## config.mk

```make
export PLATFORM = sky130hd
export DESIGN_NAME = tick_scheduler
export DESIGN_NICKNAME = d
export VERILOG_FILES = /design/src/rtl/tick_sched_pkg.sv /design/src/rtl/tick_scheduler.sv
export SDC_FILE = /design/constraint.sdc
export NUM_CORES = 1
export LEC_CHECK = 0
export CAP_MARGIN = 40
export CORE_MARGIN = 5
export CORE_UTILIZATION = 45
export CTS_BUF_LIST = sky130_fd_sc_hd__clkbuf_16
export CTS_CLUSTER_SIZE = 40
export DETAILED_ROUTE_END_ITERATION = 10
export PLACE_DENSITY = 0.76
export SYNTH_ARGS = -nofsm -noshare
export SYNTH_HDL_FRONTEND = slang
export SYNTH_SLANG_ARGS = --single-unit
```

## constraint.sdc

```tcl
create_clock -name clk_in -period 3.3 [get_ports clk_in]
set_clock_uncertainty 0.15 [all_clocks]
set_input_delay 0.99 -clock clk_in [delete_from_list [all_inputs] [get_ports clk_in]]
set_output_delay 0.99 -clock clk_in [all_outputs]
set_load 0.05 [all_outputs]
```

## src/rtl/tick_sched_pkg.sv

```systemverilog
// Shared types and default widths for the tick scheduler.
package tick_sched_pkg;

    // Control states: idle, counting, counting with a new divide value queued.
    typedef enum logic [1:0] {
        IDLE   = 2'd0,
        RUN    = 2'd1,
        UPDATE = 2'd2
    } sched_state_t;

    localparam int SCHED_W  = 26;
    localparam int SCHED_TW = 16;

endpackage

```

## src/rtl/tick_scheduler.sv

```systemverilog
// Programmable clock divider: emits a one-cycle tick and toggles clk_out every
// div_active+1 cycles. A new divide value takes effect only at a terminal count,
// and a stop request waits until clk_out is high at a terminal count so the
// output always finishes on a complete low/high period.
module tick_scheduler
    import tick_sched_pkg::*;
#(
    parameter int             W           = SCHED_W,
    parameter logic [W-1:0]   DEFAULT_DIV = 26'd49999999,
    parameter int             TW          = SCHED_TW
) (
    input  logic          clk_in,
    input  logic          rst_n,
    input  logic          start,
    input  logic          stop,
    input  logic          cfg_valid,
    input  logic [W-1:0]  cfg_div,
    output logic          cfg_ready,
    output logic          busy,
    output logic          tick,
    output logic          clk_out,
    output logic [TW-1:0] tick_cnt
);

    sched_state_t  state_q, state_d;
    logic [W-1:0]  q_q, q_d;
    logic [W-1:0]  div_active_q, div_active_d;
    logic [W-1:0]  div_pending_q, div_pending_d;
    logic          stop_pend_q, stop_pend_d;
    logic          clk_out_q, clk_out_d;
    logic          tick_q, tick_d;
    logic [TW-1:0] tick_cnt_q, tick_cnt_d;
    logic          cfg_fire;
    logic          terminal;

    assign busy      = (state_q != IDLE);
    assign cfg_ready = (state_q != UPDATE);
    assign tick      = tick_q;
    assign clk_out   = clk_out_q;
    assign tick_cnt  = tick_cnt_q;

    // Next-state and datapath update; tick is precomputed so it is high during the terminal cycle itself.
    always_comb begin
        state_d       = state_q;
        q_d           = q_q;
        div_active_d  = div_active_q;
        div_pending_d = div_pending_q;
        stop_pend_d   = stop_pend_q;
        clk_out_d     = clk_out_q;
        tick_cnt_d    = tick_cnt_q;
        cfg_fire      = cfg_valid && cfg_ready;
        terminal      = busy && (q_q == div_active_q);

        case (state_q)
            IDLE: begin
                q_d         = '0;
                clk_out_d   = 1'b0;
                stop_pend_d = 1'b0;
                if (cfg_fire) begin
                    div_active_d = cfg_div;
                end
                if (start && !stop) begin
                    state_d = RUN;
                end
            end
            RUN, UPDATE: begin
                if (stop) begin
                    stop_pend_d = 1'b1;
                end
                if (state_q == RUN && cfg_fire) begin
                    div_pending_d = cfg_div;
                    state_d       = UPDATE;
                end
                if (terminal) begin
                    q_d        = '0;
                    tick_cnt_d = tick_cnt_q + 1'b1;
                    if (state_q == UPDATE) begin
                        div_active_d = div_pending_q;
                        state_d      = RUN;
                    end
                    if (stop_pend_q && clk_out_q) begin
                        // A value accepted on this very edge would otherwise be lost on the way to IDLE.
                        if (state_q == RUN && cfg_fire) begin
                            div_active_d = cfg_div;
                        end
                        clk_out_d   = 1'b0;
                        stop_pend_d = 1'b0;
                        state_d     = IDLE;
                    end else begin
                        clk_out_d = !clk_out_q;
                    end
                end else begin
                    q_d = q_q + 1'b1;
                end
            end
            default: begin
                state_d = IDLE;
            end
        endcase

        tick_d = (state_d != IDLE) && (q_d == div_active_d);
    end

    // State and datapath registers with asynchronous active-low reset.
    always_ff @(posedge clk_in or negedge rst_n) begin
        if (!rst_n) begin
            state_q       <= IDLE;
            q_q           <= '0;
            div_active_q  <= DEFAULT_DIV;
            div_pending_q <= DEFAULT_DIV;
            stop_pend_q   <= 1'b0;
            clk_out_q     <= 1'b0;
            tick_q        <= 1'b0;
            tick_cnt_q    <= '0;
        end else begin
            state_q       <= state_d;
            q_q           <= q_d;
            div_active_q  <= div_active_d;
            div_pending_q <= div_pending_d;
            stop_pend_q   <= stop_pend_d;
            clk_out_q     <= clk_out_d;
            tick_q        <= tick_d;
            tick_cnt_q    <= tick_cnt_d;
        end
    end

endmodule

```

==> results of run 1 <==
==> report_power, final <==
part | internal (uW) | leakage (uW) | total, uW | switching (uW)
registers | 1230 | 0.00121 | 1240 | 10.9
logic | 61.6 | 0.00224 | 127 | 65.4
clock network | 655 | 0.000150 | 1120 | 461
total | 1940 | 0.00360 | 2480 | 538
==> final timing paths <==
check,start,to,depth (start not counted)
max,div_active_q[17],tick,10
min,tick_cnt[15],tick_cnt[15],1
max reg2reg,div_active_q[17],tick,10
min reg2reg,tick_cnt[15],tick_cnt[15],1
max in group asynchronous,rst_n,div_active_q[3],2
min in group asynchronous,rst_n,div_pending_q[7],1
==> cells in the mapped netlist, drive strengths merged (17+ instances only) <==
master	n
nand2	66
a21oi	24
mux2	39
dfrtp	63
xnor2	29
o21ai	23
nand3	18
nor2	48
clkbuf	19
dfstp	36
xor2	55
nand4	17
mux2i	22
==> registers in the layout, summed over array words and instances (netlist names) <==
register	cells
tick	1
clk_out	1
q_q	26
state_q	2
div_pending_q	26
div_active_q	26
stop_pend_q	1
tick_cnt	16
==> final cells by class <==
class	count	area, um2
clock buffers	9	225
clock inverters	6	81.3
fillers	1074	5270
inverters	16	60.1
multi-input cells	484	3690
flip-flops and latches	99	2520
well taps	176	220
repair buffers	143	1230
==> routing by layer <==
metal / part of all wire, % / vias to the layer above / track usage (%) / wire length (um)
li1: - / 2508 / - / -
met1: 42 / 2739 / 29.9 / 7950
met2: 48 / 233 / 37.3 / 9090
met3: 6.7 / 44 / 5.55 / 1270
met4: 2.7 / 0 / 8.83 / 514
met5: 0 / - / 0 / 0
==> stage by stage <==
| step | setup slack, ps | instances | power [uW] | cell area (um2) |
|---|---|---|---|---|
| global placement | -678 | 903 | 1370 | 7320 |
| CTS | 7.49 | 918 | 2490 | 7650 |
| finish | 36.0 | 933 | 2480 | 8030 |
| detailed placement | -811 | 903 | 1370 | 7320 |
| floorplan | 40.3 | 629 | 1280 | 6150 |
| global route | -45.7 | 933 | 2560 | 8030 |
==> kinds of logic (layout without fill, tap and decap cells) <==
group,Yosys count,count (layout)
muxes,61,61
DFF,99,99
adders and majority gates,6,6
and+or+nand+nor,222,222
buffers and inverters,46,174
AOI/OAI and AO/OA,111,111
xor gates and xnor gates,84,84
==> what timing repair did <==
item                                    in CTS  in global routing
buffers inserted                             0                 16
gates resized for setup                     12                 45
endpoints found under the setup margin       1                  1
pin swaps                                    0                 22
==> cells in the final DEF, fill, tap and decap left out, drive strengths merged, types with 6 or more instances in the layout <==
| cell type | synthesis | layout |
|---|---|---|
| nor2 | 48 | 48 |
| clkdlybuf4s50 | 0 | 45 |
| nand2b | 7 | 7 |
| dfrtp | 63 | 63 |
| nand2 | 66 | 66 |
| clkbuf | 19 | 10 |
| nor4 | 16 | 16 |
| nor3 | 14 | 14 |
| mux2 | 39 | 39 |
| nand3 | 18 | 18 |
| xor2 | 55 | 55 |
| and4 | 6 | 6 |
| a21oi | 24 | 24 |
| ha | 6 | 6 |
| dfstp | 36 | 36 |
| o21ai | 23 | 23 |
| inv | 15 | 15 |
| a31oi | 6 | 6 |
| nand4 | 17 | 17 |
| a22o | 7 | 7 |
| buf | 11 | 96 |
| xnor2 | 29 | 29 |
| mux2i | 22 | 22 |
| a211oi | 7 | 7 |
==> metrics.txt, run 1 <==
status=finished clean; final core utilization=60.4%; buffer and inverter count on the worst path=1; reg-to-reg setup timing slack=40 ps; clock sink count=99; Cell Area, Synth=0.00614 mm2; total number of vias=5524; Synth Area in Compound Gates=12.9%; Req. time, crit path=3420 ps; layout cells sized above 1=31.7%; leakage power=0.00360 uW; vias in the first global route=5504; Starting Density=46.2%; Yosys top cell area share=25.7%; clk_lat worst skew=360 ps; largest family of logic cells by synthesized area=simple AND/OR/NAND/NOR gates; antenna viol nets, final=0; register area share after synthesis=41.1%; Clock transition at path regs=70 ps; initial DRC count=573; CP Launch Type=flip-flop; Highest Clock Rate=306 MHz; Slew HR=65.7%; die height=127 um; post-synthesis mux area share=10.7%; Post-CTS Hold Buffers=0; Crit Path Class=flip-flop to flip-flop; Peak VDD IR=0.370 mV; Crit path max-delay family=simple AND/OR/NAND/NOR gates; # DRC=0; Cell variety after synth=66; first-pass GRT wire length=29.3 mm; Yosys reg bits=99; Post-Synth Adder-Cell Area=1.22%; synthesized area per cell=9.76 um2; pin slew with the least headroom to its limit=509 ps; number of buffers created by CTS=9; Setup crit end kind=flip-flop; HP Class=flip-flop to flip-flop; initial antenna violation count=0; CP max-delay cell=dfstp_2; max-cap viol count=0; number of inserted diodes=0; total track usage=23.0%; leading post-synthesis cells by cell area=dfrtp_1 26%, dfstp_2 15%, xor2_1 7.7%; Root Buffer=clkbuf_16; largest net degree at the start of global routing=61; unrepaired setup endpoints after global routing=yes; num ports=51; CP cell instances=xor2_2 > nor4_4 > nand3_1 > nor2_2 > buf_8 > mux2_2 > xor2_1 > a2111oi_2 > nand4_1 > nor4_2; top_reg_cell synth=dfrtp_1; CP peak stage delay=580 ps; Die Width=127 um; WP data arrival=3380 ps; Final period util=98.9%; gpl congestion=0.970; Site Rows=42; final hold slack=340 ps; share of flip-flops with an asynchronous set or reset=100%; yosys warns=0; total gr overflow=0; Syn Inst Count=629; Pwr Density=309 mW/mm2; Post-Synth Simple-Gate Area=18.6%; Hold Vio Cnt, Final=0; Vias/cell=5.92; Crit Path Max Fanout=16; Routed WL=18.8 mm; drt first pass iters=6; setup TNS=0 ps; DR WL/cell=20.2 um; H-tree levels=3; Port Buf Inserts=50; Final HPWL DP=13.9 mm; final setup vio count=0; CTS tree=done; die area=0.0161 mm2; placeable core area=0.0133 mm2; CTS Buffer Depth=2; Yosys top cell by area=dfrtp_1; Net Count, Synth=666; fin crit period=3260 ps; Layout area overhead=30.8%; number of synthesized flops with an enable pin=0; nets@finish=790; XOR/XNOR share of the synthesized area=12.1%; Final Max Slew Viols=0
No activity file was read; power rests on OpenSTA's default activity.
==> run 2, diff against run 1 <==
--- a/config.mk
+++ b/config.mk
@@ -11,7 +11,8 @@
 export CTS_BUF_LIST = sky130_fd_sc_hd__clkbuf_16
 export CTS_CLUSTER_SIZE = 40
 export DETAILED_ROUTE_END_ITERATION = 10
-export PLACE_DENSITY = 0.76
+export PLACE_DENSITY = 0.67
+export REMOVE_ABC_BUFFERS = 1
 export SYNTH_ARGS = -nofsm -noshare
 export SYNTH_HDL_FRONTEND = slang
 export SYNTH_SLANG_ARGS = --single-unit
==> run 2 against run 1 <==
Effect of this change: clock power shrank 5%; non-clock buffer count rose by 67; hold slack worse by 15 ps; largest cell class unchanged; sequential power is essentially flat; the run now ends with setup timing left.
==> metrics.txt, run 2 (same netlist as run 1, synthesis figures left out) <==
gpl congestion=0.991; failing checks=setup timing; total gr overflow=0; Die Width=127 um; clock sink count=99; Cells after DPL=972; total track usage=25.2%; H-tree levels=3; Worst R2R Start=div_active_q[17]; worst setup margin=-112 ps; layout cells sized above 1=37.1%; initial antenna violation count=0; largest net degree at the start of global routing=43; Final Max Slew Viols=0; pin slew with the least headroom to its limit=560 ps; antenna viol nets, final=0; Hold Path End=tick_cnt[15]; Routed WL=20.0 mm; Final HPWL DP=15.4 mm; # DRC=0; Crit Path Class=flip-flop to flip-flop; setup TNS=-124 ps; Hold Vio Cnt, Final=0; max-cap viol count=0; Site Rows=42; CP peak stage delay=580 ps; Root Buffer=clkbuf_16; Pwr Density=286 mW/mm2; CTS tree=done; final setup vio count=2; reg-to-reg setup timing slack=-110 ps; Req. time, crit path=3410 ps; Clock transition at path regs=70 ps; number of inserted diodes=0; Crit Path Max Fanout=11; commonest cells after routing, fill and taps aside=153 x buf_4, 66 x nand2_1, 63 x dfrtp_1; drt first pass iters=5; leakage power=0.00395 uW; CTS Buffer Depth=2; Vias/cell=5.63; vias in the first global route=5803; CP cell instances=xor2_2 > nor4_1 > nand4_1 > o22ai_4 > buf_6 > nor2_1 > or3_4 > a2111oi_4 > nand4_1 > nor4_2; placeable core area=0.0133 mm2; Port Buf Inserts=50; Final period util=103%; clk_lat worst skew=360 ps; total number of vias=5635; status=finished, violations left; Layout area overhead=38.7%; Critical R2R Capture=tick; die area=0.0161 mm2; number of buffers created by CTS=9; WP data arrival=3520 ps; commonest non-fill, non-tap cell in the layout=buf_4; Highest Clock Rate=293 MHz; largest registers=div_active_q: 26 flops, div_pending_q: 26 flops, q_q: 26 flops; HP Class=flip-flop to flip-flop; nets@finish=857; Setup crit end kind=flip-flop; Non-Filler Instances=1001; Most common cell on crit path=nand4_1; unrepaired setup endpoints after global routing=yes; Peak VDD IR=0.225 mV; Starting Density=46.2%; initial DRC count=379; num ports=51; cells on worst reg2reg path=10; Post-CTS Hold Buffers=0; fin crit period=3410 ps; Hold Path Depth=1; DR WL/cell=20.0 um; worst min-delay path startpoint=tick_cnt[15]; die height=127 um; CP max-delay cell=dfstp_2; Slew HR=62.2%; CP Launch Type=flip-flop; first-pass GRT wire length=31.6 mm
-- run 2: metal layers --
layer / global-route usage [%] / part of all wire, %
met5: 0 / 0
met2: 43.1 / 50
met4: 8.77 / 2.3
met1: 32.6 / 43
met3: 3.99 / 4.6
-- run 2: worst max-delay path, delay by kind of cell (launching register included) --
family                    cells  cell delay (ps)
xor gates and xnor gates      1              130
DFF                           1              580
AOI/OAI and AO/OA             2              630
and+or+nand+nor               6             1600
buffers and inverters         1              210
-- run 2: cell type report --
cell class	instances	area [um2]
fillers	1093	4780
multi-input cells	484	3670
flip-flops and latches	99	2520
repair buffers	210	1760
clock buffers	9	225
well taps	176	220
clock inverters	7	62.6
inverters	16	60.1
-- run 2: timing repair --
action	4_1_cts	5_1_grt
pin swaps	1	25
endpoints found under the setup margin	2	3
buffers inserted	0	13
gates resized for setup	10	49
-- run 2: per-stage QoR --
stage          area [um2]  worst slack [ps]  util [%]  power (uW)  hold slack [ps]
6_report             8520              -112      64.1        2430              325
5_1_grt              8520              -146      64.1        2520              361
4_1_cts              8170             -74.8      61.5        2450              326
3_5_place_dp         7860              -721      59.1        1390              312
3_3_place_gp         7860              -710      59.1        1390              312
2_1_floorplan        5990              -575         -        1280              301
-- run 2: worst max-delay path by stage --
| stage | cells past startpoint | start | end | slack, ps |
|---|---|---|---|---|
| global placement | 11 | cfg_valid | tick | -710 |
| floorplan | 11 | state_q[0] | tick | -580 |
| CTS | 14 | state_q[0] | tick | -70 |
| finish | 10 | div_active_q[17] | tick | -110 |
| global route | 12 | div_active_q[19] | tick | -150 |
| detailed placement | 11 | cfg_valid | tick | -720 |
-- run 2: report_power, final --
| part | switching [uW] | leakage (uW) | total [uW] | internal, uW |
|---|---|---|---|---|
| registers | 8.19 | 0.00121 | 1230 | 1230 |
| logic | 69.5 | 0.00260 | 139 | 69.6 |
| clock network | 482 | 0.000145 | 1060 | 580 |
